`config.mk`:
```
export PLATFORM = sky130hd
export DESIGN_NAME = whack_game_core
export DESIGN_NICKNAME = d
export VERILOG_FILES = /design/src/rtl/whack_pkg.sv /design/src/rtl/whack_tick_gen.sv /design/src/rtl/whack_game_core.sv
export SDC_FILE = /design/constraint.sdc
export NUM_CORES = 1
export LEC_CHECK = 0
export CAP_MARGIN = 10
export CORE_MARGIN = 5
export CORE_UTILIZATION = 57
export DETAILED_ROUTE_END_ITERATION = 16
export MAX_ROUTING_LAYER = met4
export PLACE_DENSITY = 0.84
export SLEW_MARGIN = 20
export SYNTH_ARGS = -nofsm -noshare
export SYNTH_HDL_FRONTEND = slang
export SYNTH_SLANG_ARGS = --single-unit
export TNS_END_PERCENT = 20
```
`constraint.sdc`:
```
create_clock -name clk -period 3.1 [get_ports clk]
set_clock_uncertainty 0.2 [all_clocks]
set_input_delay 0.62 -clock clk [delete_from_list [all_inputs] [get_ports clk]]
set_output_delay 0.62 -clock clk [all_outputs]
set_load 0.01 [all_outputs]
```
`src/rtl/whack_pkg.sv`:
```
// Shared types and constants for the whack-a-lane game engine.
package whack_pkg;

   typedef enum logic [2:0] {IDLE, PICK, LIT, GAP, OVER} state_t;

   // Fibonacci taps 13,4,3,1 expressed as bit positions 12,3,2,0.
   localparam logic [12:0] LFSR_TAPS = 13'h100D;

   function automatic int lane_w(input int n);
      return (n > 1) ? $clog2(n) : 1;
   endfunction

endpackage

```
`src/rtl/whack_tick_gen.sv`:
```
// Difficulty-scaled tick divider: period = BASE_PERIOD >> i_difficulty, one-cycle tick at terminal count.
module whack_tick_gen #(
   parameter int BASE_PERIOD = 50000000
) (
   input  logic       clk,
   input  logic       rst,
   input  logic       i_clear,
   input  logic [2:0] i_difficulty,
   output logic       o_tick
);

   localparam int CNT_W = $clog2(BASE_PERIOD + 1);

   logic [CNT_W-1:0] r_cnt;
   logic [CNT_W-1:0] w_term;

   assign w_term = CNT_W'(BASE_PERIOD >> i_difficulty) - CNT_W'(1);
   // >= so a faster difficulty wraps at once when the count is already past the new terminal.
   assign o_tick = !i_clear && (r_cnt >= w_term);

   always_ff @(posedge clk or negedge rst) begin
      if (!rst)
         r_cnt <= '0;
      else if (i_clear || o_tick)
         r_cnt <= '0;
      else
         r_cnt <= r_cnt + CNT_W'(1);
   end

endmodule

```
`src/rtl/whack_game_core.sv`:
```
// Whack-a-lane engine: LFSR lane choice, toggle judging, score, lives and game-over.
// Define WHACK_COMBO_EN to add the streak output and streak-scaled scoring.
module whack_game_core
   import whack_pkg::*;
#(
   parameter int N_LANES     = 8,
   parameter int LFSR_W      = 13,
   parameter int BASE_PERIOD = 50000000,
   parameter int SCORE_W     = 16,
   parameter int LIVES       = 3
) (
   input  logic                          clk,
   input  logic                          rst,
   input  logic                          enable,
   input  logic [2:0]                    difficulty,
   input  logic [N_LANES-1:0]            switch,
   output logic [N_LANES-1:0]            led,
   output logic [lane_w(N_LANES)-1:0]    lane_idx,
   output logic                          hit,
   output logic                          miss,
   output logic [SCORE_W-1:0]            score,
   output logic [3:0]                    lives,
   output logic                          game_over,
   output logic [2:0]                    o_state
`ifdef WHACK_COMBO_EN
   ,
   output logic [3:0]                    streak
`endif
);

   localparam int LANE_W = lane_w(N_LANES);

   state_t              r_state, w_state_nx;
   logic [LFSR_W-1:0]   r_lfsr;
   logic [N_LANES-1:0]  r_sw_q;
   logic [LANE_W-1:0]   r_lane, w_lane_nx;
   logic                r_first, w_first_nx;
   logic                r_hit, w_hit_nx;
   logic                r_miss, w_miss_nx;
   logic [SCORE_W-1:0]  r_score, w_score_nx;
   logic [3:0]          r_lives, w_lives_nx;

   logic [N_LANES-1:0]  w_tog, w_lit_mask;
   logic                w_event, w_tick, w_clear;
   logic [LANE_W-1:0]   w_cand, w_pick;
   logic [SCORE_W-1:0]  w_inc, w_score_inc;
   logic [SCORE_W:0]    w_sum;

   whack_tick_gen #(.BASE_PERIOD(BASE_PERIOD)) u_tick (
      .clk          (clk),
      .rst          (rst),
      .i_clear      (w_clear),
      .i_difficulty (difficulty),
      .o_tick       (w_tick)
   );

   // PICK always precedes LIT, so clearing in PICK restarts the count on every LIT entry.
   assign w_clear    = (r_state == IDLE) || (r_state == PICK);
   assign w_tog      = switch ^ r_sw_q;
   assign w_event    = |w_tog;
   assign w_lit_mask = N_LANES'(1) << r_lane;

   assign w_cand = LANE_W'(32'(r_lfsr) % N_LANES);
   assign w_pick = (!r_first && (w_cand == r_lane)) ?
                   ((w_cand == LANE_W'(N_LANES - 1)) ? '0 : w_cand + LANE_W'(1)) : w_cand;

   assign w_sum       = {1'b0, r_score} + {1'b0, w_inc};
   assign w_score_inc = w_sum[SCORE_W] ? '1 : w_sum[SCORE_W-1:0];

   always_comb begin
      w_state_nx = r_state;
      w_lane_nx  = r_lane;
      w_first_nx = r_first;
      w_hit_nx   = 1'b0;
      w_miss_nx  = 1'b0;
      w_score_nx = r_score;
      w_lives_nx = r_lives;
      case (r_state)
         IDLE: begin
            if (enable) begin
               w_state_nx = PICK;
               w_score_nx = '0;
               w_lives_nx = 4'(LIVES);
               w_first_nx = 1'b1;
            end
         end
         PICK: begin
            w_lane_nx  = w_pick;
            w_first_nx = 1'b0;
            w_state_nx = LIT;
         end
         LIT: begin
            // A player event in the tick cycle is judged; the tick is ignored.
            if (w_event && (w_tog == w_lit_mask)) begin
               w_hit_nx   = 1'b1;
               w_score_nx = w_score_inc;
               w_state_nx = GAP;
            end else if (w_event || w_tick) begin
               w_miss_nx  = 1'b1;
               w_lives_nx = r_lives - 4'd1;
               w_state_nx = (r_lives == 4'd1) ? OVER : GAP;
            end
         end
         GAP: begin
            if (w_tick)
               w_state_nx = PICK;
         end
         OVER: begin
            if (!enable)
               w_state_nx = IDLE;
         end
         default: w_state_nx = IDLE;
      endcase
      if (!enable && (r_state inside {PICK, LIT, GAP})) begin
         w_state_nx = IDLE;
         w_hit_nx   = 1'b0;
         w_miss_nx  = 1'b0;
         w_score_nx = r_score;
         w_lives_nx = r_lives;
         w_lane_nx  = r_lane;
      end
   end

   always_ff @(posedge clk or negedge rst) begin
      if (!rst) begin
         r_state <= IDLE;
         r_lfsr  <= LFSR_W'(1);
         r_sw_q  <= '0;
         r_lane  <= '0;
         r_first <= 1'b1;
         r_hit   <= 1'b0;
         r_miss  <= 1'b0;
         r_score <= '0;
         r_lives <= 4'(LIVES);
      end else begin
         r_state <= w_state_nx;
         r_lfsr  <= {r_lfsr[LFSR_W-2:0], ^(r_lfsr & LFSR_W'(LFSR_TAPS))};
         r_sw_q  <= switch;
         r_lane  <= w_lane_nx;
         r_first <= w_first_nx;
         r_hit   <= w_hit_nx;
         r_miss  <= w_miss_nx;
         r_score <= w_score_nx;
         r_lives <= w_lives_nx;
      end
   end

`ifdef WHACK_COMBO_EN
   logic [3:0] r_streak;

   always_ff @(posedge clk or negedge rst) begin
      if (!rst)
         r_streak <= '0;
      else if ((r_state == IDLE) && enable)
         r_streak <= '0;
      else if (w_hit_nx)
         r_streak <= (r_streak == 4'hF) ? r_streak : r_streak + 4'd1;
      else if (w_miss_nx)
         r_streak <= '0;
   end

   // Bonus uses the streak before this hit is counted: +1..+4.
   assign w_inc  = SCORE_W'({1'b0, r_streak[3:2]}) + SCORE_W'(1);
   assign streak = r_streak;
`else
   assign w_inc  = SCORE_W'(1);
`endif

   always_comb begin
      led = '0;
      if (r_state == LIT)
         led = w_lit_mask;
      else if (r_state == OVER)
         led = '1;
   end

   assign lane_idx  = r_lane;
   assign hit       = r_hit;
   assign miss      = r_miss;
   assign score     = r_score;
   assign lives     = r_lives;
   assign game_over = (r_state == OVER);
   assign o_state   = r_state;

endmodule

```
Yosys cells after proc, flatten, opt, wreduce, memory -nomap -nowiden --
Index checks and enable logic that the tools add are counted.
Cells by class: reduce and logical (&&, ||, !) cells 21, mux-type cells 30, bitwise logic cells 2, shift-type cells 2, magnitude comparators 1, $mul 0, div/mod/pow operators 0, equality and inequality tests 16, add/subtract/negate cells 5
Operator list (count):
- 2-to-1 mux 16 bit | 3
- case mux 16 bit (2 select lines) | 1
- 2-to-1 mux 3 bit | 9
- adder 26 x 1 -> 26 bit (second input constant) | 1
- greater-or-equal comparator 26 bit | 1
- 2-to-1 mux 26 bit | 1
- >> shifter 26 x 3 -> 26 bit (first input constant) | 1
- subtractor 26 x 2 -> 26 bit (second input constant) | 1
- adder 16 x 1 -> 17 bit (second input constant) | 1
- 2-to-1 mux 8 bit | 2
- case mux 3 bit (5 select lines) | 1
- XOR reduction 13 bit | 1
- 2-to-1 mux 4 bit | 3
- equality test 8 bit | 1
- 2-to-1 mux 1 bit | 8
- != test 2 bit (second input constant) | 4
- case mux 4 bit (2 select lines) | 1
- AND reduction 4 bit | 2
- OR reduction 8 bit | 1
- left shift 1 x 3 -> 8 bit (first input constant) | 1
- bitwise XOR 8 bit | 1
- equality test 3 x 2 -> 1 bit (second input constant) | 2
- equality test 3 bit (second input constant) | 2
- != test 3 x 2 -> 1 bit (second input constant) | 2
- other kinds (17) | 26
Storage, ports and cells: register bits after elaboration 76, bits in writable memories 0, logic and storage cells 87, ROM bits 0, bits in latches 0, memories kept 0

Depth between registers and ports, before layout --
Gate-level depths: netlist of run 1.
depth after elaboration 9, gate-level depth with buffers 17, mapped depth without buffers 15

Hierarchy --
Synthesis of run 1 repeated with hierarchy kept, for this count alone.
Unflattened totals: cell total of the unflattened synthesis 494, area total of the unflattened synthesis 4929.7 µm²
Modules (own cells, without submodules):
- whack_game_core | cells an instance 262, area an instance 2627.5 µm², times used 1, seq. area each 1256.2 µm²
- whack_tick_gen | cells an instance 232, area an instance 2302.2 µm², times used 1, seq. area each 650.6 µm²

Least setup slack after synthesis of run 1 --
No wires, ideal clock.
path type in2reg, start point in difficulty[2], end point reg r_state[1], in the netlist o_state[1], data required time 2.823 ns, arrival time 3.331 ns, stages on the path 15, setup slack -0.509 ns, cell sequence clkbuf_1 -> inv_1 -> nor2_1 -> nand2_1 -> ha_1 -> nor2_1 -> a21oi_1 -> o32a_1 -> ha_1 -> a21oi_1 -> o221ai_1 -> o2111a_1 -> o32ai_1 -> o21ai_0 -> a21oi_1
Between the ends: longest elaborated chain between the ends 7
RTL lines:
- from (decl) | line whack_game_core.sv:15 | input logic [2:0] difficulty,
- >> shifter 26 x 3 -> 26 bit (*) | line whack_tick_gen.sv:17 | assign w_term = CNT_W'(BASE_PERIOD >> i_difficulty) - CNT_W'(1);
- subtractor 26 x 2 -> 26 bit (*) | line whack_tick_gen.sv:17
- greater-or-equal comparator 26 bit (*) | line whack_tick_gen.sv:19 | assign o_tick = !i_clear && (r_cnt >= w_term);
- logical AND 1 bit (*) | line whack_tick_gen.sv:19
- logical OR 1 bit | line whack_game_core.sv:98 | end else if (w_event || w_tick) begin
- != test 4 x 3 -> 1 bit (no source line)
- AND reduction 4 bit (no source line) (*)
- to (signal assigned) | line whack_game_core.sv:136 | r_state <= w_state_nx;
- to (decl) | line whack_game_core.sv:33 | state_t r_state, w_state_nx;
Every way passes the cells marked *; elsewhere a longest branch is shown, timed or not. A chain may end at the register's enable or synchronous reset.

Final worst setup path of run 1 --
start point in difficulty[2], end point reg r_lives[3], in the netlist lives[3]
Between the ends: longest elaborated chain between the ends 7
RTL lines:
- >> shifter 26 x 3 -> 26 bit | line whack_tick_gen.sv:17
- subtractor 26 x 2 -> 26 bit | line whack_tick_gen.sv:17
- greater-or-equal comparator 26 bit | line whack_tick_gen.sv:19
- logical AND 1 bit | line whack_tick_gen.sv:19
- logical OR 1 bit | line whack_game_core.sv:98
- != test 2 bit (no source line)
- AND reduction 5 bit (no source line)
- to (signal assigned) | line whack_game_core.sv:134 | r_lives <= 4'(LIVES);
- to (signal assigned) | line whack_game_core.sv:144 | r_lives <= w_lives_nx;
- to (decl) | line whack_game_core.sv:41 | logic [3:0] r_lives, w_lives_nx;
Every way passes these cells.

==> impl_results.md, run 1 <==
- DR DRC count: 0
- Vias per std cell: 5.87
- Period utilization: 97.5%
- Synth Area in Compound Gates: 15.5%
- Port-buffer cells: 50
- Initial antenna violation count: 0
- Final ANT Viol Nets: 0
- DR iter-0 viols: 209
- Placed cell count: 654
- Final WL: 10900 um
- Filler cells: 542
- Pleak: 2.61 nW
- Ports: 51
- Critical path arrival: 3.10 ns
- Placed cell area: 0.00550 mm^2
- Largest net degree at the start of global routing: 77
- Post-DP HPWL: 7650 um
- Mapped Cells: 485
- Antenna diode count: 0
- Status: complete, no violations
- Worst skew pair latency: 0.35 ns
- Largest family of logic cells by synthesized area: simple AND/OR/NAND/NOR gates
- Initial core utilization: 59.1%
- Adder-Cell Fraction of Synth Area: 9.00%
- Synth Area in Simple Gates: 21.0%
- Max-cap violations: 0
- Final Instance Area: 0.00578 mm^2
- Synth Flop Type: dfrtp_1
- Yosys cell types: 64
- Fin. Hold Viols: 0
- Most frequent cell after synthesis: dfrtp_1
- Synthesized flop and latch total: 76
- DIE AREA: 0.00994 mm^2
- Core area: 0.00777 mm^2
- Clock tree buffer depth: 2
- Syn Area/Cell: 9.46 um^2
- Max IR drop VDD: 0.000318 V
- Endpoints failing setup: 0
- GP Congestion: 0.885
- Root buffer selected by CTS: clkbuf_8
- Maximum clock rate: 331 MHz
- Post-route minimum period: 3.02 ns
- Sequential area share after synthesis: 41.6%
- Post-synth EDFFs: 0
- Die Ht: 99.7 um
- Power Dens Cells: 409 mW/mm^2
- Critical path class: in -> reg
- DR WL/cell: 16.3 um
- Pre-antenna DRT Iters: 4
- Post-synthesis cell area: 0.00459 mm^2
- Vias in the first global route: 3964
- Worst Path Required: 3.18 ns
- Post-synth top area cell: dfrtp_1
- Global-route wire length before repair: 18300 um
- Synth Net Count: 532
- Setup crit end kind: flip-flop
- Commonest cells in the netlist: 72 x dfrtp_1, 56 x nor2_1, 42 x nand2_1, 33 x ha_1, 30 x o21ai_0
- Layout cell share with drive strength beyond 1: 18.9%
- Remaining global-route overflow: 0
- Synth Warn #: 0
- Total power: 2.36 mW
- Yosys top cell area share: 39.3%
- Startpoint types: primary input
- Overall Global Routing Usage: 23.3%
- Worst slew margin: 37.8%
- Mux contribution to synthesized area: 1.09%
- Num rows: 32
- Final Util: 74.4%
- Area growth from synthesis to layout: 26.0%
- Max-slew violations: 0
- Final Net Count: 613
- Cts bufs inserted: 9
- Ys async rst share: 100%
- Synth top area cells: dfrtp_1 39%, ha_1 9.0%, nor2_1 4.6%
- XOR/XNOR Fraction of Synth Area: 8.18%
- DR vias: 3950
- Crit-path max FO: 5
- H-tree levels: 3
- Worst min path class: reg -> reg
- TritonCTS clock tree: built
- Slew @ Worst Pin: 0.933 ns
- Die span in x: 99.7 um
- Non-Filler Instances: 673
- Clock net sink count: 76
- Setup Total Neg Slack: 0 ns
- Clock slew at reported path FFs: 0.08 ns
layout make-up:
type                            instances  area, um^2  area share [%]
Clock buffer                           11         141            2.45
Clock inverter                          5        61.3            1.06
Inverter                               15        66.3            1.15
Multi-Input combinational cell        377        2650            45.9
Sequential cell                        76        1910            33.0
Tap cell                              102         128            2.21
Timing Repair Buffer                   87         822            14.2
cell families (layout without fill, tap and decap cells):
| logic type | count (synthesis) | in the layout |
|---|---|---|
| flip-flops | 76 | 76 |
| AO/OA/AOI/OAI | 104 | 104 |
| XOR/XNOR | 42 | 42 |
| adder cells (fa/ha/maj) | 33 | 33 |
| multiplexers | 5 | 5 |
| buffers and inverters | 32 | 118 |
| AND/OR/NAND/NOR | 193 | 193 |
final timing paths:
kind,from,endpoint,slack (ns),cells past startpoint
setup / recovery,difficulty[2],lives[3]$_DFFE_PN0P_,0.08,15
hold / removal,r_lfsr[8]$_DFF_PN0_,r_lfsr[9]$_DFF_PN0_,0.16,0
setup reg to reg,lane_idx[2]$_DFFE_PN0P_,score[12]$_DFFE_PN0P_,0.40,8
hold reg to reg,r_lfsr[8]$_DFF_PN0_,r_lfsr[9]$_DFF_PN0_,0.16,0
max in group asynchronous,rst,u_tick.r_cnt[13]$_DFF_PN0_,1.88,1
min in group asynchronous,rst,u_tick.r_cnt[22]$_DFF_PN0_,0.19,1
sequential cells by signal, summed over array words and instances, names as in the netlist:
name,cells
miss,1
hit,1
lane_idx,3
r_lfsr,13
o_state,3
lives,4
r_first,1
r_sw_q,8
u_tick.r_cnt,26
score,16
metal layers:
metal  track usage, %  share of wire [%]  wire, um  vias to the layer above
met2             38.0                 50      5490                      110
met1             28.2                 44      4770                     1904
met5                -                  0         0                        -
met4             9.14                2.2       244                        0
li1                 -                  -         -                     1911
met3             4.84                4.0       440                       25
critical path, cell delays in order:
cell,delay [ns]
buf_2,0.11
buf_12,0.14
nand2_8,0.07
inv_4,0.04
nand2_4,0.08
ha_4,0.16
inv_2,0.05
o32a_1,0.39
ha_4,0.29
nand4_1,0.09
o221ai_2,0.15
o2111a_2,0.29
o32ai_4,0.11
or4_1,0.42
nand3_1,0.09
timing repair:
action,CTS,global route
pin swaps,12,11
endpoints found under the hold margin,0,0
buffers inserted,3,1
endpoints found under the setup margin,34,41
gates resized for setup,16,14
hold buffers,0,0
cell usage in the layout, fill, tap and decap left out, drive strengths merged, types with 3 or more instances in the layout:
cell type      instances
dfrtp                 72
nor2                  56
clkdlybuf4s50         46
nand2                 42
buf                   39
ha                    33
o21ai                 32
xor2                  22
xnor2                 20
nand3                 18
a21oi                 18
and3                  17
inv                   16
clkbuf                13
nand4                 10
a221o                 10
nor3                   9
nor2b                  8
o22ai                  7
nand2b                 7
or2                    5
mux2i                  5
or3                    4
dfstp                  4
a211oi                 4
a21o                   4
o31ai                  3
o211ai                 3
o31a                   3
clkinvlp               3
nor3b                  3
report_power, final:
group          leakage, nW  internal, mW  switching, mW
Combinational         1.50         0.232          0.257
Sequential            1.02          1.03         0.0644
Clock               0.0922         0.397          0.379
through the flow:
stage	hold WS (ns)	worst slack, ns
6_report	0.157	0.0772
5_1_grt	0.165	-0.0149
4_1_cts	0.159	0.0102
3_5_place_dp	0.136	-0.709
3_3_place_gp	0.136	-0.650
2_1_floorplan	0.124	-0.0461
(Power assumes the default switching activity.)
==> run 2, diff against run 1 <==
Settings changed: CORE_UTILIZATION 57 to 61, PLACE_DENSITY 0.84 to 0.88.
Clock period 3.1 ns to 3.55 ns, I/O delays scaled along.
==> impl_results.md, run 2 (synthesis results as in run 1) <==
- Sequential Area: 0.00191 mm^2
- Max-cap violations: 0
- Critical path arrival: 3.33 ns
- Post-DP HPWL: 7180 um
- Max incr delay on CP: 0.31 ns
- Max IR drop VDD: 0.000328 V
- Status: complete, no violations
- Initial antenna violation count: 0
- Multi-input logic area: 0.00256 mm^2
- Dpl ws: -0.476 ns
- CTS Hold Bufs: 0
- Hold Path Depth: 0
- FF-to-FF End: score[12]$_DFFE_PN0P_
- Initial core utilization: 62.9%
- Antenna diode count: 0
- Final ANT Viol Nets: 0
- Fin Hold WS: 0.154 ns
- Final WL: 10300 um
- Clock tree buffer depth: 2
- Die span in x: 96.7 um
- Startpoint types: primary input
- Worst setup path startpoint: difficulty[0]
- Filler cells: 519
- Worst min path class: reg -> reg
- Slew @ Worst Pin: 0.912 ns
- Pre-antenna DRT Iters: 5
- Worst skew pair latency: 0.35 ns
- Ports: 51
- R2R setup slack: 0.76 ns
- Largest register FFs: 26
- Total power: 2.03 mW
- Final Util: 76.4%
- TritonCTS clock tree: built
- Period utilization: 91.8%
- Maximum clock rate: 307 MHz
- Setup crit end kind: flip-flop
- Biggest register: u_tick.r_cnt
- Power Dens Cells: 365 mW/mm^2
- Die Ht: 96.7 um
- Worst-path cell chain: dlymetal6s2s_1, buf_4, or2_2, inv_1, nand2_1, ha_1, nand4_1, buf_4, o22ai_1, a31oi_1, nand3_2, buf_4, nor2_2, o21ai_1, buf_4, nor2_1
- Worst Path Required: 3.62 ns
- DR vias: 3881
- Final Net Count: 603
- Max-slew violations: 0
- Area growth from synthesis to layout: 21.5%
- Clock slew at reported path FFs: 0.08 ns
- Pleak: 2.57 nW
- Vias per std cell: 5.88
- Remaining global-route overflow: 0
- Num rows: 31
- Crit path capture: u_tick.r_cnt[4]$_DFF_PN0_
- Port-buffer cells: 50
- Layout cell share with drive strength beyond 1: 13.7%
- Largest net degree at the start of global routing: 77
- Commonest non-fill, non-tap cell in the layout: dfrtp_1
- GP Congestion: 0.940
- Root buffer selected by CTS: clkbuf_8
- Crit-path max FO: 14
- Levels on crit path: 16
- Buf/Inv on CP: 6
- DR iter-0 viols: 140
- Most frequent cells in the layout: 72 x dfrtp_1, 54 x nor2_1, 46 x clkdlybuf4s50_1, 42 x nand2_1, 32 x ha_1
- Fin. Hold Viols: 0
- Top cell by count, worst path: buf_4
- Reg2Reg Depth: 9
- Unrepaired setup endpoints after global routing: no
- Core area: 0.00729 mm^2
- Overall Global Routing Usage: 23.2%
- Clock net sink count: 76
- Post-route minimum period: 3.26 ns
- DR DRC count: 0
- Launching point of the worst reg2reg path: lane_idx[0]$_DFFE_PN0P_
- Worst setup margin: 0.292 ns
- Global-route wire length before repair: 17900 um
- DIE AREA: 0.00935 mm^2
- H-tree levels: 3
- Endpoints failing setup: 0
- Vias in the first global route: 3897
- Slowest-stage cell, CP: ha_1
- DR WL/cell: 15.7 um
- Crit-path leading delay family: buffers and inverters
- Cts bufs inserted: 9
- Worst slew margin: 39.2%
- Critical path class: in -> reg
[run 2: metrics by stage]
stage / std cells / setup TNS [ns] / instance area, um^2
2_1_floorplan: 485 / -0.224 / 4600
3_3_place_gp: 643 / -7.03 / 5320
3_5_place_dp: 643 / -10.79 / 5320
4_1_cts: 660 / -0.0187 / 5560
5_1_grt: 660 / 0 / 5570
6_report: 660 / 0 / 5570
[run 2: repair_timing]
action | in CTS | in global routing
gates resized for setup | 5 | 7
setup endpoints to repair | 6 | 34
buffers inserted | 1 | 0
endpoints found under the hold margin | 0 | 0
pin swaps | 1 | 4
[run 2: worst reg2reg max path, delay by kind of cell, from the launching register on]
family | cells | cell delay, ns
AO/OA/AOI/OAI | 2 | 0.32
AND/OR/NAND/NOR | 5 | 1.12
buffers and inverters | 2 | 0.39
flip-flops | 1 | 0.72
[run 2: metal layers]
metal / track usage (%) / wire [um] / part of all wire, %
met3: 4.46 / 370 / 3.6
met4: 8.21 / 204 / 2.0
met2: 37.9 / 5120 / 50
met5: - / 0 / 0
met1: 28.9 / 4640 / 45
[run 2: worst min-delay path by stage]
| stage | start | slack [ns] | to |
|---|---|---|---|
| floorplan | r_lfsr[9]$_DFF_PN0_ | 0.13 | r_lfsr[10]$_DFF_PN0_ |
| global placement | r_lfsr[11]$_DFF_PN0_ | 0.14 | r_lfsr[12]$_DFF_PN0_ |
| detailed placement | r_lfsr[7]$_DFF_PN0_ | 0.14 | r_lfsr[8]$_DFF_PN0_ |
| CTS | r_lfsr[7]$_DFF_PN0_ | 0.15 | r_lfsr[8]$_DFF_PN0_ |
| global route | r_lfsr[7]$_DFF_PN0_ | 0.17 | r_lfsr[8]$_DFF_PN0_ |
| finish | r_lfsr[7]$_DFF_PN0_ | 0.15 | r_lfsr[8]$_DFF_PN0_ |
[run 2: cell type report]
type | instances | area share, %
multi-input combinational | 377 | 45.9
sequential | 76 | 34.2
timing repair buffer | 77 | 12.9
clock buffer | 10 | 2.47
tap | 99 | 2.22
clock inverter | 6 | 1.26
inverter | 15 | 1.01
[run 2: where the power goes]
part | total, mW | switching, mW | internal, mW
Combinational | 0.363 | 0.189 | 0.174
Sequential | 0.976 | 0.0728 | 0.903
Clock | 0.695 | 0.344 | 0.350
